[config.mk]
export PLATFORM = sky130hd
export DESIGN_NAME = spi_reg_bank
export DESIGN_NICKNAME = d
export VERILOG_FILES = /design/src/rtl/spi_reg_bank.sv
export SDC_FILE = /design/constraint.sdc
export NUM_CORES = 1
export LEC_CHECK = 0
export BUFFER_PORTS_ARGS = -buffer_cell sky130_fd_sc_hd__buf_2
export CORE_MARGIN = 5
export CORE_UTILIZATION = 51
export DETAILED_ROUTE_END_ITERATION = 7
export PLACE_DENSITY = 0.75
export SYNTH_ARGS = -nofsm -noshare
export SYNTH_HDL_FRONTEND = slang
export SYNTH_SLANG_ARGS = --single-unit
[constraint.sdc]
create_clock -name clk -period 1.7 [get_ports clk]
set_input_delay 0.17 -clock clk [delete_from_list [all_inputs] [get_ports clk]]
set_output_delay 0.17 -clock clk [all_outputs]
set_load 0.03 [all_outputs]
[src/rtl/spi_reg_bank.sv]
// spi_reg_bank: SPI mode-0 slave with NUM_REGS x DATA_WIDTH read/write registers and
// burst auto-increment. Everything runs on clk; SCK, MOSI and CS_N are synchronised
// and SCK is edge-detected, so no logic is clocked by SCK.
//
// Ports:
//   clk        system clock (>= 4x SCK)
//   RST_N      asynchronous active-low reset
//   SCK        SPI clock, idle low
//   MOSI       SPI data in, sampled on synchronised SCK rise
//   CS_N       SPI chip select, active low
//   MISO       registered SPI data out, updated on synchronised SCK fall
//   MISO_OE    high while synchronised CS_N is low
//   regs_flat  register i at [i*DATA_WIDTH +: DATA_WIDTH]
//   wr_pulse   1-cycle strobe when a register write commits
//   wr_addr    address of the last committed write
//   frame_err  1-cycle strobe when CS_N rises mid-word
module spi_reg_bank #(
  parameter int unsigned DATA_WIDTH  = 8,
  parameter int unsigned NUM_REGS    = 4,
  parameter int unsigned ADDR_WIDTH  = 2,
  parameter int unsigned SYNC_STAGES = 2
) (
  input  logic                           clk,
  input  logic                           RST_N,
  input  logic                           SCK,
  input  logic                           MOSI,
  input  logic                           CS_N,
  output logic                           MISO,
  output logic                           MISO_OE,
  output logic [NUM_REGS*DATA_WIDTH-1:0] regs_flat,
  output logic                           wr_pulse,
  output logic [ADDR_WIDTH-1:0]          wr_addr,
  output logic                           frame_err
);

  // The shifter must hold a full command byte even for narrow data words.
  localparam int unsigned ShiftW = (DATA_WIDTH > 8) ? DATA_WIDTH : 8;
  localparam int unsigned CntW   = $clog2(ShiftW);
  localparam int unsigned TxCntW = (DATA_WIDTH > 1) ? $clog2(DATA_WIDTH) : 1;

  localparam logic [ADDR_WIDTH:0]   NumRegsA = (ADDR_WIDTH + 1)'(NUM_REGS);
  localparam logic [ADDR_WIDTH-1:0] LastAddr = ADDR_WIDTH'(NUM_REGS - 1);
  localparam logic [CntW-1:0]       CmdLast  = CntW'(7);
  localparam logic [CntW-1:0]       DataLast = CntW'(DATA_WIDTH - 1);
  localparam logic [TxCntW-1:0]     TxLast   = TxCntW'(DATA_WIDTH - 1);

  typedef enum logic [1:0] {StIdle, StCmd, StData} state_e;

  // Synchronisers
  logic [SYNC_STAGES-1:0] sck_sync_q, mosi_sync_q, cs_sync_q;
  logic                   sck_prev_q;
  logic                   sck_s, mosi_s, cs_s, sck_rise, sck_fall;

  always_ff @(posedge clk or negedge RST_N) begin
    if (!RST_N) begin
      sck_sync_q  <= '0;
      mosi_sync_q <= '0;
      cs_sync_q   <= '1;  // deselected, so MISO_OE stays low out of reset
      sck_prev_q  <= 1'b0;
    end else begin
      sck_sync_q  <= {sck_sync_q[SYNC_STAGES-2:0], SCK};
      mosi_sync_q <= {mosi_sync_q[SYNC_STAGES-2:0], MOSI};
      cs_sync_q   <= {cs_sync_q[SYNC_STAGES-2:0], CS_N};
      sck_prev_q  <= sck_s;
    end
  end

  assign sck_s    = sck_sync_q[SYNC_STAGES-1];
  assign mosi_s   = mosi_sync_q[SYNC_STAGES-1];
  assign cs_s     = cs_sync_q[SYNC_STAGES-1];
  assign sck_rise = sck_s & ~sck_prev_q;
  assign sck_fall = ~sck_s & sck_prev_q;

  // Frame state
  state_e                               state_q, state_d;
  logic [CntW-1:0]                      bit_cnt_q, bit_cnt_d;
  logic [ShiftW-2:0]                    shift_q, shift_d;
  logic                                 rw_q, rw_d;
  logic [ADDR_WIDTH-1:0]                addr_q, addr_d;
  logic [DATA_WIDTH-1:0]                tx_q, tx_d;
  logic [TxCntW-1:0]                    tx_cnt_q, tx_cnt_d;
  logic                                 miso_q, miso_d;
  logic [NUM_REGS-1:0][DATA_WIDTH-1:0]  regs_q, regs_d;
  logic                                 wr_pulse_q, wr_pulse_d;
  logic [ADDR_WIDTH-1:0]                wr_addr_q, wr_addr_d;
  logic                                 frame_err_q, frame_err_d;

  // The bit arriving on this rise completes the word together with the stored bits.
  logic [ADDR_WIDTH-1:0] cmd_addr;
  logic [DATA_WIDTH-1:0] rx_word, rd_word;
  logic                  addr_in_range;

  assign cmd_addr      = ADDR_WIDTH'({shift_q, mosi_s});
  assign rx_word       = DATA_WIDTH'({shift_q, mosi_s});
  assign addr_in_range = ({1'b0, addr_q} < NumRegsA);
  assign rd_word       = addr_in_range ? regs_q[addr_q] : '0;

  always_comb begin
    state_d     = state_q;
    bit_cnt_d   = bit_cnt_q;
    shift_d     = shift_q;
    rw_d        = rw_q;
    addr_d      = addr_q;
    tx_d        = tx_q;
    tx_cnt_d    = tx_cnt_q;
    miso_d      = miso_q;
    regs_d      = regs_q;
    wr_pulse_d  = 1'b0;
    wr_addr_d   = wr_addr_q;
    frame_err_d = 1'b0;

    if (cs_s) begin
      // Deselect wins over any coincident SCK edge; a partial word is dropped.
      if (state_q != StIdle && bit_cnt_q != '0) frame_err_d = 1'b1;
      state_d   = StIdle;
      bit_cnt_d = '0;
      tx_cnt_d  = '0;
      miso_d    = 1'b0;
    end else begin
      unique case (state_q)
        StIdle: begin
          state_d   = StCmd;
          bit_cnt_d = '0;
          miso_d    = 1'b0;
        end
        StCmd: begin
          miso_d = 1'b0;
          if (sck_rise) begin
            shift_d = {shift_q[ShiftW-3:0], mosi_s};
            if (bit_cnt_q == CmdLast) begin
              rw_d      = shift_q[6];
              addr_d    = cmd_addr;
              bit_cnt_d = '0;
              tx_cnt_d  = '0;
              state_d   = StData;
            end else begin
              bit_cnt_d = bit_cnt_q + 1'b1;
            end
          end
        end
        StData: begin
          if (sck_rise) begin
            shift_d = {shift_q[ShiftW-3:0], mosi_s};
            if (bit_cnt_q == DataLast) begin
              bit_cnt_d = '0;
              if (rw_q && addr_in_range) begin
                regs_d[addr_q] = rx_word;
                wr_pulse_d     = 1'b1;
                wr_addr_d      = addr_q;
              end
              addr_d = (addr_q == LastAddr) ? '0 : addr_q + 1'b1;
            end else begin
              bit_cnt_d = bit_cnt_q + 1'b1;
            end
          end
          // Reads: tx_cnt==0 marks a word boundary, where the current address is loaded.
          if (sck_fall && !rw_q) begin
            if (tx_cnt_q == '0) begin
              miso_d = rd_word[DATA_WIDTH-1];
              tx_d   = {rd_word[DATA_WIDTH-2:0], 1'b0};
            end else begin
              miso_d = tx_q[DATA_WIDTH-1];
              tx_d   = {tx_q[DATA_WIDTH-2:0], 1'b0};
            end
            tx_cnt_d = (tx_cnt_q == TxLast) ? '0 : tx_cnt_q + 1'b1;
          end
        end
        default: state_d = StIdle;
      endcase
    end
  end

  always_ff @(posedge clk or negedge RST_N) begin
    if (!RST_N) begin
      state_q     <= StIdle;
      bit_cnt_q   <= '0;
      shift_q     <= '0;
      rw_q        <= 1'b0;
      addr_q      <= '0;
      tx_q        <= '0;
      tx_cnt_q    <= '0;
      miso_q      <= 1'b0;
      regs_q      <= '0;
      wr_pulse_q  <= 1'b0;
      wr_addr_q   <= '0;
      frame_err_q <= 1'b0;
    end else begin
      state_q     <= state_d;
      bit_cnt_q   <= bit_cnt_d;
      shift_q     <= shift_d;
      rw_q        <= rw_d;
      addr_q      <= addr_d;
      tx_q        <= tx_d;
      tx_cnt_q    <= tx_cnt_d;
      miso_q      <= miso_d;
      regs_q      <= regs_d;
      wr_pulse_q  <= wr_pulse_d;
      wr_addr_q   <= wr_addr_d;
      frame_err_q <= frame_err_d;
    end
  end

  assign MISO      = miso_q;
  assign MISO_OE   = ~cs_s;
  assign regs_flat = regs_q;
  assign wr_pulse  = wr_pulse_q;
  assign wr_addr   = wr_addr_q;
  assign frame_err = frame_err_q;

endmodule
# [Word level (Yosys, flattened, before mapping)]
# Index checks and enable logic that the tools add are counted.
[totals] elab_cells=103 ff_bits=70 inputBits=5 output_inout_bits=38
[op_classes] order_cmp=2 n_addsub=3 muxes=37 bitwise_logic=5 eq_ne=14 reduce_logical=23
[ops] op="$bwmux 32" count=1
[ops] op="$mux 3" count=8
[ops] op="$mux 8" count=3
[ops] op="$bmux 8 s2" count=1
[ops] op="$demux 8 s2" count=1
[ops] op="$mux 2" count=8
[ops] op="$pmux 3 s2" count=2
[ops] op="$reduce_bool 3->1" count=4
[ops] op="$mux 1" count=10
[ops] op="$ne 2x2->1 const B" count=5
[ops] op="$ne 3x3->1 const B" count=3
[ops] op="$reduce_and 3->1" count=3
[ops] op="$reduce_and 4->1" count=2
[ops] op="$add 3x1->3 const B" count=2
[ops] op="$eq 3x3->1 const B" count=2
[ops] op="$pmux 2 s3" count=1
[ops] op="$reduce_and 6->1" count=1
[ops] op="$reduce_and 5->1" count=1
[ops] op="$eq 2x2->1 const B" count=2
[ops] op="$pmux 2 s2" count=1
[ops] op="$reduce_and 2->1" count=2
[ops] op="$reduce_bool 2->1" count=2
[ops] op="$reduce_or 2->1" count=2
[ops] op="$logic_and 1x1->1" count=3
[ops] op="other kinds (11)" count=14

# [Logic depth before layout (Yosys ltp)]
[logic_depth] ltp_word=6 ltp_mapped=7 mapped_depth_nobuf=6

# [Least setup slack after synthesis]
# Ideal clock, no wire load.
[synth_path] path_type="flip-flop to flip-flop" from="register state_q[0]" to="register regs_q (netlist bit regs_flat[8])" stages_incl_launch_ff=8 required_time_ns=1.572 arrival_ns=1.713 path_slack_ns=-0.140 n_path_buf=1 synth_period_minus_slack_ns=1.840 setup_time_ns=0.128 path_cell_list="dfrtp_1 > inv_1 > ha_1 > buf_2 > nand2b_4 > nor3_4 > nand2_4 > mux2_1"
[synth_via] elab_chain_cells=2
[synth_rtl] element="start, declared" line="75" source="state_e state_q, state_d;"
[synth_rtl] element="start signal, assigned" line="175" source="state_q <= StIdle;"
[synth_rtl] element="start signal, assigned" line="188" source="state_q <= state_d;"
[synth_rtl] element="$eq 2x2->1" line="120" source="unique case (state_q)"
[synth_rtl] element="$reduce_and 5->1 (no line)"
[synth_rtl] element="end signal, assigned" line="196" source="regs_q <= regs_d;"
[synth_rtl] element="end, declared" line="83" source="logic [NUM_REGS-1:0][DATA_WIDTH-1:0] regs_q, regs_d;"
# Every way passes these cells.
# A chain may end at the register's enable or synchronous reset.

# [Worst setup path in the final report]
[layout_path] from="register state_q[0]" to="register regs_q (netlist bit regs_flat[18])"
# The elaborated chain is that of the path after synthesis.

==> impl_metrics.yaml <==
synth:
  yosysMostFrequentCell: "dfrtp_1"
  synthTopCellsByCount: "dfrtp_1 (67), mux2_2 (37), ha_1 (15)"
  synth_area_um2: 3180
  ys_warn_count: 0
  ys_seq_area_frac: 0.544
  synth_top_flop_cell: "dfrtp_1"
  synth.largest_area_cell: "dfrtp_1"
  synth_cells: 224
  synth_cell_types: 35
  syn_avg_cell_area_um2: 14.2
  syn_nets: 244
  synth-edff-count: 0
  synth-seq-cells: 69
  synthTopCellsByArea: "dfrtp_1 (53%), mux2_2 (13%), ha_1 (5.9%), mux4_2 (5.7%), mux2i_1 (3.5%)"
  netlist.area_leader.share: 0.527
  synthArstFlopShare: 1.00
layout:
  regArea_um2: 1730
  insertedDiodeCount: 0
  postLayoutCoreUtil: 0.654
  drive_above_1_share: 0.497
  multi_input_area_um2: 1430
  fin_cells: 375
  finalNetCount: 315
  area_growth_pct: 23.3
  fillers: 441
sta:
  drv_slew: 0
  hold_violations: 0
  report.final.setup_viol: 0
  final.setup.tns_ns: 0
  min_period_ns: 1.63
  tightest_slew_ns: 0.387
  clock_skew_ns: 0.00854
  max_freq_mhz: 614
  slew_headroom: 0.742
  fin_crit_sh: 0.958
  whs_ns: 0.281
pwr:
  power_density_nw_per_um2: 936
  p_leak_nw: 2.02
  power_w: 0.00367
  peakVddDrop_mv: 0.662
global_route:
  grt_pass1_wl_um: 10600
  grt_overflow: 0
  antenna_found_initial: 0
  globalRouteTotalUtil: 0.182
  first_global_vias: 2092
  grt_start_max_net_pins: 55
route:
  first_pass_iters: 4
  drt_wl_total_um: 6510
  num_vias: 1980
  via_per_inst: 5.28
  drc: 0
  ant_nets: 0
  drt_iter0_drc: 86
  wl_per_cell_um: 17.4
critical_path:
  path_max_fanout: 8
  start_kind: "flop"
  end_kind: "flop"
  path_class: "flop to flop"
  critPathRequiredTime_ns: 1.93
  worst_ep_arrival_time_ns: 1.86
  reg2reg_slack_ns: 0.07
clocking:
  ctsHtreeMaxLevel: 3
  numCtsBuffers: 9
  clockBufferDepth: 2
  cts_root_buf: "clkbuf_8"
  clk_pin_slew_worst_paths_ns: 0.07
  cts_tree: "built"
  cts_num_sinks: 69
  clock_latency_ns: 0.34
place:
  io_buffers: 42
  dp_hpwl_um: 4570
  place_congestion: 0.848
  dpl.cell_count: 353
floorplan:
  die_x_um: 89.0
  start_util: 0.531
  die_area_um2: 7910
  num_rows: 28
  die_h_um: 89.0
  pin_count: 43
  core_area_um2: 5990
run_status:
  status: "finished, final reports clean"
run:
  maxCapViolCount: 0
worst_hold_path:
  min_path_type: "input port to asynchronous set/reset pin"
-- area by class of cell --
type                    count  share of cell area
well taps                  75              0.0239
clock buffers              11              0.0386
flip-flops and latches     69               0.442
multi-input cells         138               0.364
repair buffers             67               0.114
clock inverters             5             0.00862
inverters                  10             0.00958
-- cell usage in the layout (no fill, tap or decap), types with 7 or more instances in the layout --
master	n
dfrtp_1	66
mux2_4	7
mux2_2	37
o21ai_0	7
nand2_1	7
nor2_1	14
inv_1	9
buf_4	18
mux4_2	8
clkbuf_8	11
buf_2	42
ha_1	12
mux2i_1	11
-- worst max-delay path, cell delays in order (launching register included) --
cell and delay (ns):
dfrtp_1 0.39, inv_2 0.09, ha_4 0.16, nand2b_4 0.07, nor3_4 0.21, buf_12 0.17, nand2_4 0.12, mux2_4 0.31
-- worst paths after layout --
kind	to	cells past startpoint	start
worst max-delay path	regs_flat[18]	7	state_q[0]
worst min-delay path	state_q[0]	2	RST_N
worst max register to register	regs_flat[18]	7	state_q[0]
worst min register to register	mosi_sync_q[1]	0	mosi_sync_q[0]
max in group asynchronous	regs_flat[6]	3	RST_N
min in group clk	mosi_sync_q[1]	0	mosi_sync_q[0]
-- power breakdown --
part | leakage (nW) | internal (W) | total (W) | switching, W
clock | 0.0917 | 0.000608 | 0.00123 | 0.000622
sequential | 0.938 | 0.00173 | 0.00185 | 0.000118
combinational | 0.991 | 0.000286 | 0.000588 | 0.000303
-- stage by stage --
step	setup slack, ns	area [µm²]
global placement	0.0573	3640
floorplan	-0.0983	3200
detailed placement	0.0144	3640
CTS	0.0104	3870
finish	0.0719	3920
global route	-0.00973	3920
-- cells by family (layout without fill, tap and decap cells) --
family / Yosys count / count (layout) / synth area share
muxes: 64 / 64 / 0.259
DFF: 69 / 69 / 0.544
AOI/OAI and AO/OA: 21 / 21 / 0.0441
adders and majority gates: 15 / 15 / 0.0590
and+or+nand+nor: 38 / 38 / 0.0708
buffers and inverters: 17 / 93 / 0.0232
-- state kept, by name, summed over array words and instances, names as in the netlist, 2 cells and up --
name         cells
sck_sync_q       2
addr_q           2
tx_q             7
bit_cnt_q        3
mosi_sync_q      2
state_q          2
regs_flat       32
shift_q          7
cs_sync_q        2
wr_addr          2
tx_cnt_q         3
-- per-layer routing --
metal	wire length, µm	up-vias	GRT usage
met1	3160	997	0.263
met4	123	0	0.0866
met5	0	-	0
met3	190	10	0.0350
met2	3040	30	0.269
li1	-	943	-
-- what timing repair did --
| item | CTS | global route |
|---|---|---|
| endpoints found under the setup margin | 0 | 30 |
| buffers inserted | 0 | 2 |
| hold buffers | 4 | 0 |
| resized for setup | 0 | 7 |
| hold endpoints to repair | 16 | 0 |
Note: power is estimated with default switching activity, not from simulation.
